--- config.mk ---
export PLATFORM = sky130hd
export DESIGN_NAME = ddr3_dfi_rdcap_flat
export DESIGN_NICKNAME = d
export VERILOG_FILES = /design/src/rtl/ddr3_dfi_rdcap_if.sv /design/src/rtl/ddr3_dfi_rdcap.sv /design/src/flat_wrapper.sv
export SDC_FILE = /design/constraint.sdc
export NUM_CORES = 1
export LEC_CHECK = 0
export CAP_MARGIN = 20
export CORE_MARGIN = 2
export CORE_UTILIZATION = 50
export CTS_CLUSTER_DIAMETER = 30
export DETAILED_ROUTE_END_ITERATION = 7
export PLACE_DENSITY = 0.84
export RECOVER_POWER = 50
export SETUP_SLACK_MARGIN = 0.4
export SYNTH_ARGS = -nofsm -noshare
export SYNTH_HDL_FRONTEND = slang
export SYNTH_SLANG_ARGS = --single-unit
--- constraint.sdc ---
create_clock -name clock -period 1.62 [get_ports clock]
set_clock_uncertainty 0.05 [all_clocks]
set_input_delay 0.324 -clock clock [delete_from_list [all_inputs] [get_ports clock]]
set_output_delay 0.324 -clock clock [all_outputs]
set_load 0.05 [all_outputs]
--- src/rtl/ddr3_dfi_rdcap_if.sv ---
// ---------------------------------------------------------------------------
// ddr3_dfi_rdcap_if : read-capture bus (DFI read side plus PHY capture side)
// Rev 1.0
// ---------------------------------------------------------------------------
`default_nettype none

interface ddr3_dfi_rdcap_if #(
    parameter int DFI_DQ_WIDTH = 32
) ();
    logic                    dfi_rden;
    logic                    dfi_rvld;
    logic                    dfi_last;
    logic [DFI_DQ_WIDTH-1:0] dfi_data;
    logic                    phy_rvld;
    logic [DFI_DQ_WIDTH-1:0] phy_data;

    // Controller/PHY side drives strobes and captured data
    modport master (
        output dfi_rden, phy_rvld, phy_data,
        input  dfi_rvld, dfi_last, dfi_data
    );

    modport slave (
        input  dfi_rden, phy_rvld, phy_data,
        output dfi_rvld, dfi_last, dfi_data
    );
endinterface

`default_nettype wire

--- src/rtl/ddr3_dfi_rdcap.sv ---
// ---------------------------------------------------------------------------
// ddr3_dfi_rdcap : delays dfi_rden by the read latency and frames PHY data
// into bursts; DDR3_RDCAP_ALIGN_EN adds runtime latency measurement.
// Rev 1.0
// ---------------------------------------------------------------------------
`default_nettype none

module ddr3_dfi_rdcap #(
    parameter int DFI_DQ_WIDTH = 32,
    parameter int BURST_BEATS  = 4,
    parameter int RD_LATENCY   = 6,
    parameter int MAX_LATENCY  = 15
) (
    input  wire logic                               clock,
    input  wire logic                               arst_n,
    input  wire logic                               dfi_align_i,
    output logic                                    dfi_calib_o,
    ddr3_dfi_rdcap_if.slave                         rd_if,
    output logic [$clog2(MAX_LATENCY+1)-1:0]        lat_o,
    output logic                                    err_o
);
    localparam int LB = $clog2(MAX_LATENCY + 1);
    localparam int CB = $clog2(BURST_BEATS);

    logic [MAX_LATENCY-1:0]  dl_q;
    logic [LB-1:0]           lat_q;
    logic                    rden_in;
    logic                    bst;
    logic                    act_q;
    logic [CB-1:0]           cnt_q;
    logic [DFI_DQ_WIDTH-1:0] phy_q;
    logic                    rvld_q;
    logic                    last_q;
    logic [DFI_DQ_WIDTH-1:0] data_q;
    logic                    ovl_q;
    logic                    err_q;
    logic                    calib_q;
    logic                    fwd_block;
    logic                    cal_err;

    always_comb begin
        bst = 1'b0;
        if (lat_q != '0) bst = dl_q[lat_q - LB'(1)];
    end

    assign rden_in = rd_if.dfi_rden && !fwd_block;

    // Overlap error is delayed one stage so it lines up with the first beat of the new burst
    always_ff @(posedge clock or negedge arst_n) begin
        if (!arst_n) begin
            dl_q   <= '0;
            phy_q  <= '0;
            act_q  <= 1'b0;
            cnt_q  <= '0;
            rvld_q <= 1'b0;
            last_q <= 1'b0;
            data_q <= '0;
            ovl_q  <= 1'b0;
            err_q  <= 1'b0;
        end else begin
            dl_q  <= {dl_q[MAX_LATENCY-2:0], rden_in};
            phy_q <= rd_if.phy_data;
            ovl_q <= bst && act_q && (cnt_q != '0);
            err_q <= err_q | ovl_q | cal_err;
            if (act_q && !fwd_block) begin
                rvld_q <= 1'b1;
                last_q <= (cnt_q == '0);
                data_q <= phy_q;
            end else begin
                rvld_q <= 1'b0;
                last_q <= 1'b0;
            end
            if (bst) begin
                act_q <= 1'b1;
                cnt_q <= CB'(BURST_BEATS - 1);
            end else if (act_q) begin
                if (cnt_q == '0) act_q <= 1'b0;
                else             cnt_q <= cnt_q - CB'(1);
            end
        end
    end

`ifdef DDR3_RDCAP_ALIGN_EN
    typedef enum logic [1:0] {S_IDLE, S_ARM, S_MEAS, S_DONE} state_t;

    localparam logic [LB:0] MAXV = (LB+1)'(MAX_LATENCY);

    state_t        state_q, state_d;
    logic          align_q;
    logic [LB-1:0] mcnt_q, mcnt_d;
    logic [LB-1:0] lat_d;
    logic          calib_d;
    logic [LB:0]   mnext;

    always_ff @(posedge clock or negedge arst_n) begin
        if (!arst_n) begin
            state_q <= S_IDLE;
            align_q <= 1'b0;
            mcnt_q  <= '0;
            lat_q   <= LB'(RD_LATENCY);
            calib_q <= 1'b0;
        end else begin
            state_q <= state_d;
            align_q <= dfi_align_i;
            mcnt_q  <= mcnt_d;
            lat_q   <= lat_d;
            calib_q <= calib_d;
        end
    end

    always_comb begin
        state_d = state_q;
        mcnt_d  = mcnt_q;
        lat_d   = lat_q;
        calib_d = calib_q;
        cal_err = 1'b0;
        mnext   = {1'b0, mcnt_q} + (LB+1)'(1);
        case (state_q)
            S_IDLE: begin
                if (dfi_align_i && !align_q) begin
                    state_d = S_ARM;
                    calib_d = 1'b0;
                end
            end
            S_ARM: begin
                if (!dfi_align_i) begin
                    state_d = S_IDLE;
                end else if (rd_if.dfi_rden) begin
                    state_d = S_MEAS;
                    mcnt_d  = '0;
                end
            end
            S_MEAS: begin
                if (!dfi_align_i) begin
                    state_d = S_IDLE;
                end else begin
                    mcnt_d = mcnt_q + LB'(1);
                    if (rd_if.phy_rvld && (mnext <= MAXV)) begin
                        lat_d   = mnext[LB-1:0];
                        calib_d = 1'b1;
                        state_d = S_DONE;
                    end else if (mnext > MAXV) begin
                        cal_err = 1'b1;
                        state_d = S_ARM;
                    end
                end
            end
            default: begin
                if (!dfi_align_i) state_d = S_IDLE;
            end
        endcase
    end

    // Calibration reads neither enter the delay line nor reach the DFI
    assign fwd_block = (state_q == S_ARM) || (state_q == S_MEAS);
`else
    logic unused_cfg;
    assign unused_cfg = rd_if.phy_rvld ^ dfi_align_i;
    assign lat_q      = LB'(RD_LATENCY);
    assign fwd_block  = 1'b0;
    assign cal_err    = 1'b0;

    always_ff @(posedge clock or negedge arst_n) begin
        if (!arst_n) calib_q <= 1'b0;
        else         calib_q <= 1'b1;
    end
`endif

    assign rd_if.dfi_rvld = rvld_q;
    assign rd_if.dfi_last = last_q;
    assign rd_if.dfi_data = data_q;
    assign dfi_calib_o    = calib_q;
    assign lat_o          = lat_q;
    assign err_o          = err_q;
endmodule

`default_nettype wire
--- src/flat_wrapper.sv ---
// flat-port wrapper written by rule: the top's interface ports become plain ports
module ddr3_dfi_rdcap_flat 
#(
    parameter int DFI_DQ_WIDTH = 32,
    parameter int BURST_BEATS  = 4,
    parameter int RD_LATENCY   = 6,
    parameter int MAX_LATENCY  = 15
)
  (clock, arst_n, dfi_align_i, dfi_calib_o, lat_o, err_o, rd_if_dfi_rden, rd_if_phy_rvld, rd_if_phy_data, rd_if_dfi_rvld, rd_if_dfi_last, rd_if_dfi_data);
  ddr3_dfi_rdcap_if #(.DFI_DQ_WIDTH(DFI_DQ_WIDTH)) rd_if_i ();
  input  wire logic clock;
  input  wire logic arst_n;
  input  wire logic dfi_align_i;
  output logic dfi_calib_o;
  output logic [$clog2(MAX_LATENCY+1)-1:0] lat_o;
  output logic err_o;
  input wire logic [$bits(rd_if_i.dfi_rden)-1:0] rd_if_dfi_rden;
  input wire logic [$bits(rd_if_i.phy_rvld)-1:0] rd_if_phy_rvld;
  input wire logic [$bits(rd_if_i.phy_data)-1:0] rd_if_phy_data;
  output wire logic [$bits(rd_if_i.dfi_rvld)-1:0] rd_if_dfi_rvld;
  output wire logic [$bits(rd_if_i.dfi_last)-1:0] rd_if_dfi_last;
  output wire logic [$bits(rd_if_i.dfi_data)-1:0] rd_if_dfi_data;
  assign rd_if_i.dfi_rden = rd_if_dfi_rden;
  assign rd_if_i.phy_rvld = rd_if_phy_rvld;
  assign rd_if_i.phy_data = rd_if_phy_data;
  assign rd_if_dfi_rvld = rd_if_i.dfi_rvld;
  assign rd_if_dfi_last = rd_if_i.dfi_last;
  assign rd_if_dfi_data = rd_if_i.dfi_data;
  ddr3_dfi_rdcap #(.DFI_DQ_WIDTH(DFI_DQ_WIDTH), .BURST_BEATS(BURST_BEATS), .RD_LATENCY(RD_LATENCY), .MAX_LATENCY(MAX_LATENCY)) u_core (.clock(clock), .arst_n(arst_n), .dfi_align_i(dfi_align_i), .dfi_calib_o(dfi_calib_o), .rd_if(rd_if_i), .lat_o(lat_o), .err_o(err_o));
endmodule
After elaboration in Yosys (flattened, before gate mapping)
Cells that the tools add are included.
{"block": "totals", "wordCells": 27, "out_inout_bits": 40, "ff_bits": 78}
{"block": "op_classes", "n_eq_ne": 1, "mux": 8, "reduce_logical": 6, "bitwise_logic": 1, "n_addsub": 1}
{"op": "$mux W2", "n": 3}
{"op": "$mux W1", "n": 5}
{"op": "$reduce_bool A2 Y1", "n": 2}
{"op": "$logic_and A1 B1 Y1", "n": 2}
{"op": "$logic_not A2 Y1", "n": 1}
{"op": "$ne A2 B1 Y1 const B", "n": 1}
{"op": "$reduce_and A2 Y1", "n": 1}
{"op": "$sub A2 B1 Y2 const B", "n": 1}
{"op": "$or A1 B1 Y1", "n": 1}

Logic depth before layout (Yosys ltp)
{"block": "depth", "word_depth": 4, "ltp_mapped": 4}

Worst setup path after synthesis
No wires, ideal clock.
{"block": "synth_path", "path_type": "flip-flop to flip-flop", "from": "reg u_core.act_q", "to": "reg u_core.data_q[10], in the netlist u_core.rd_if.dfi_data[10]", "path_buffers": 2, "arrival_time_ns": 0.933, "path_stages_with_launch": 4, "period_less_slack_ns": 1.108, "slack_ns": 0.512, "path_cell_list": "dfrtp_1 > buf_6 > buf_12 > mux2_4"}
{"element": "from (decl)", "line": "ddr3_dfi_rdcap.sv:29", "text": "logic act_q;"}
{"element": "from (signal assigned)", "line": "ddr3_dfi_rdcap.sv:53", "text": "act_q <= 1'b0;"}
{"element": "from (signal assigned)", "line": "ddr3_dfi_rdcap.sv:74", "text": "act_q <= 1'b1;"}
{"element": "from (signal assigned)", "line": "ddr3_dfi_rdcap.sv:77", "text": "if (cnt_q == '0) act_q <= 1'b0;"}
{"element": "to (signal assigned)", "line": "ddr3_dfi_rdcap.sv:68", "text": "data_q <= phy_q;"}
{"element": "to (decl)", "line": "ddr3_dfi_rdcap.sv:34", "text": "logic [DFI_DQ_WIDTH-1:0] data_q;"}
No word-level cell between the ends.

Final worst setup path
{"block": "layout_path", "from": "reg u_core.act_q", "to": "reg u_core.data_q[0], in the netlist u_core.rd_if.dfi_data[0]"}
No word-level cell between the ends.

==> run summary <==
HPWL Detailed: 2.98 mm
IO Count: 77
slew margin rel.: 54.7%
setup slack after layout: 0.285 ns
combinational power share: 32.1%
first-pass iteration count of the detailed router: 3
CTS H-tree lvls: 3
LEAKAGE: 1.94 nW
area delta synth->final: 52.0%
crit start category: flop
Yosys Warn Count: 0
max cap viols: 0
most frequent cells in the layout: 77 x dfrtp_1, 34 x dlygate4sd3_1, 28 x mux2_4, 28 x buf_4, 24 x buf_12
synth top area cells: dfrtp_1 74%, mux2_4 16%, mux2_2 1.7%
core area: 5110 um2
CTS Root Cell: clkbuf_8
total congestion overflow: 0
largest net degree at the start of global routing: 79
Seq cells post-synth: 78
Initial Utilization: 51.5%
Required @ worst endpoint: 1.79 ns
routed length per instance: 15.1 um
CTS clk-pin slew, worst paths: 0.08 ns
Critical Path Sink Type: flop
total track usage: 18.2%
Hold Path Class: reg -> reg
Clk pwr share: 23.8%
Rows: 26
DRT iter0 DRCs: 46
Top Family by Delay on Critical Path: buffers and inverters
switching portion of total power: 31.9%
via count: 1430
most common cell after layout, fill and taps aside: dfrtp_1
initial antenna violation count: 0
CTS tree: built
number of library cell types mapped by synthesis: 17
CTS sink cnt: 78
Port Buffers: 70
Placer Congestion: 0.756
final wirelength: 4.78 mm
Synth area leader: dfrtp_1
final setup violation count: 0
Max rail drop VDD: 931 uV
DRC: 0
Die Ht: 76.5 um
Antenna diodes: 0
sequential cell area fraction in the yosys report: 74.2%
worst setup path class: reg -> reg
setup TNS: 0 ns
layout cell share with drive strength beyond 1: 48.2%
fill count: 261
final worst-path cycle share: 82.4%
Yosys top cell area share: 74.2%
final hold viol count: 0
Sequential Power Share: 44.1%
Syn Inst Count: 135
CP peak stage delay: 0.40 ns
fmax: 0.749 GHz
Buf/Inv on CP: 1
Internal Dissipation: 3.59 mW
die area: 5860 um2
switching power total: 1.68 mW
status: finished, final reports clean
vias in the first global route: 1582
clk_lat worst skew: 0.34 ns
Final min period: 1.34 ns
die width: 76.5 um
critical path, cell by cell: clkbuf_2, mux2_2
Final ANT Viol Nets: 0
RSZ-0062 raised after global routing: true
Clock Tree Buf Depth: 2
CP max-delay cell: clkbuf_2
first-pass GRT wire length: 8.08 mm
P per Cell Area: 1320 nW/um2
worst path arrival time: 1.51 ns
DR vias/cell: 4.51
Final Max Slew Viols: 0
Worst Tran Pin Value: 0.679 ns
Synth Cell Area: 2630 um2
dpl ws: 0.442 ns
TritonCTS Buffers: 9
Avg Inst Size Synth: 19.5 um2
CP max FO: 17
nets: 281
==> power groups by stage <==
stage	registers [mW]	logic [mW]	clock network, mW
final	2.32	1.69	1.25
after CTS	2.32	1.64	1.28
after detailed placement	2.36	1.54	0
after floorplan	2.76	0.470	0
after global routing	2.35	1.77	1.40
after global placement	2.34	1.51	0
==> timing repair <==
item                                    CTS  global route
pin swaps                                 0             0
hold buffers                              1             0
setup buffers                            12            14
hold endpoints to repair                 78             0
endpoints found under the setup margin   36            38
gates resized for setup                  12             0
==> synth_stat cells, drive strengths merged <==
| library cell | n |
|---|---|
| conb | 2 |
| nand2b | 2 |
| dfrtp | 78 |
| buf | 8 |
| inv | 2 |
| or2 | 1 |
| nor2 | 2 |
| and2 | 1 |
| mux2 | 32 |
| and4bb | 2 |
| ha | 2 |
| a21oi | 2 |
| and3b | 1 |
==> worst register-to-register path, delay by kind of cell, from the launching register on <==
kind	cells	cell delay [ns]
buf+inv	1	0.40
mux	1	0.40
flops	1	0.37
==> layout make-up <==
class                           instances  area, um2  area share, %
Multi-Input combinational cell         50        586           14.6
Inverter                                2       7.51          0.188
Sequential cell                        78       1950           48.9
Clock inverter                          7       50.0           1.25
Tap cell                               70       87.6           2.19
Clock buffer                            9        124           3.10
Timing Repair Buffer                  101       1190           29.8
==> kinds of logic after synthesis <==
kind of cell	share of synthesized area, %
multiplexers	17.7
buffers and inverters	3.95
other	0.286
AND/OR/NAND/NOR	2.52
flip-flops	74.2
AO/OA/AOI/OAI	0.381
adder cells (fa/ha/maj)	0.951
==> per-stage QoR <==
step	power (mW)	std cells	cell area, um2	hold slack [ns]	utilization (%)
after floorplan	3.23	138	2640	-0.0216	-
after global placement	3.85	274	3580	0.282	70.2
after detailed placement	3.90	274	3580	0.286	70.2
after CTS	5.25	303	3900	0.304	76.4
after global routing	5.52	317	4000	0.312	78.3
final	5.27	317	4000	0.301	78.3
==> final timing paths <==
path | endpoint | start | depth (start not counted) | slack (ns)
max in group asynchronous | u_core.act_q | arst_n | 3 | 0.39
max | u_core.rd_if.dfi_data[0] | u_core.act_q | 2 | 0.28
min reg2reg | u_core.dl_q[1] | u_core.dl_q[0] | 0 | 0.30
max reg2reg | u_core.rd_if.dfi_data[0] | u_core.act_q | 2 | 0.28
min | u_core.dl_q[1] | u_core.dl_q[0] | 0 | 0.30
min in group asynchronous | u_core.rd_if.dfi_data[24] | arst_n | 3 | 0.62
==> state kept, by name (all words and copies together), names as in the netlist, 2 cells and up <==
register	flops
u_core.phy_q	32
u_core.rd_if.dfi_data	32
u_core.cnt_q	2
u_core.dl_q	6
==> routing by layer <==
layer	vias to the layer above	part of all wire (%)	GRT usage (%)
met1	710	44	24.4
li1	651	-	-
met2	62	49	28.1
met5	-	0	0
met4	0	1.6	7.64
met3	7	5.5	5.09
Note: power is estimated with default switching activity, not from simulation.
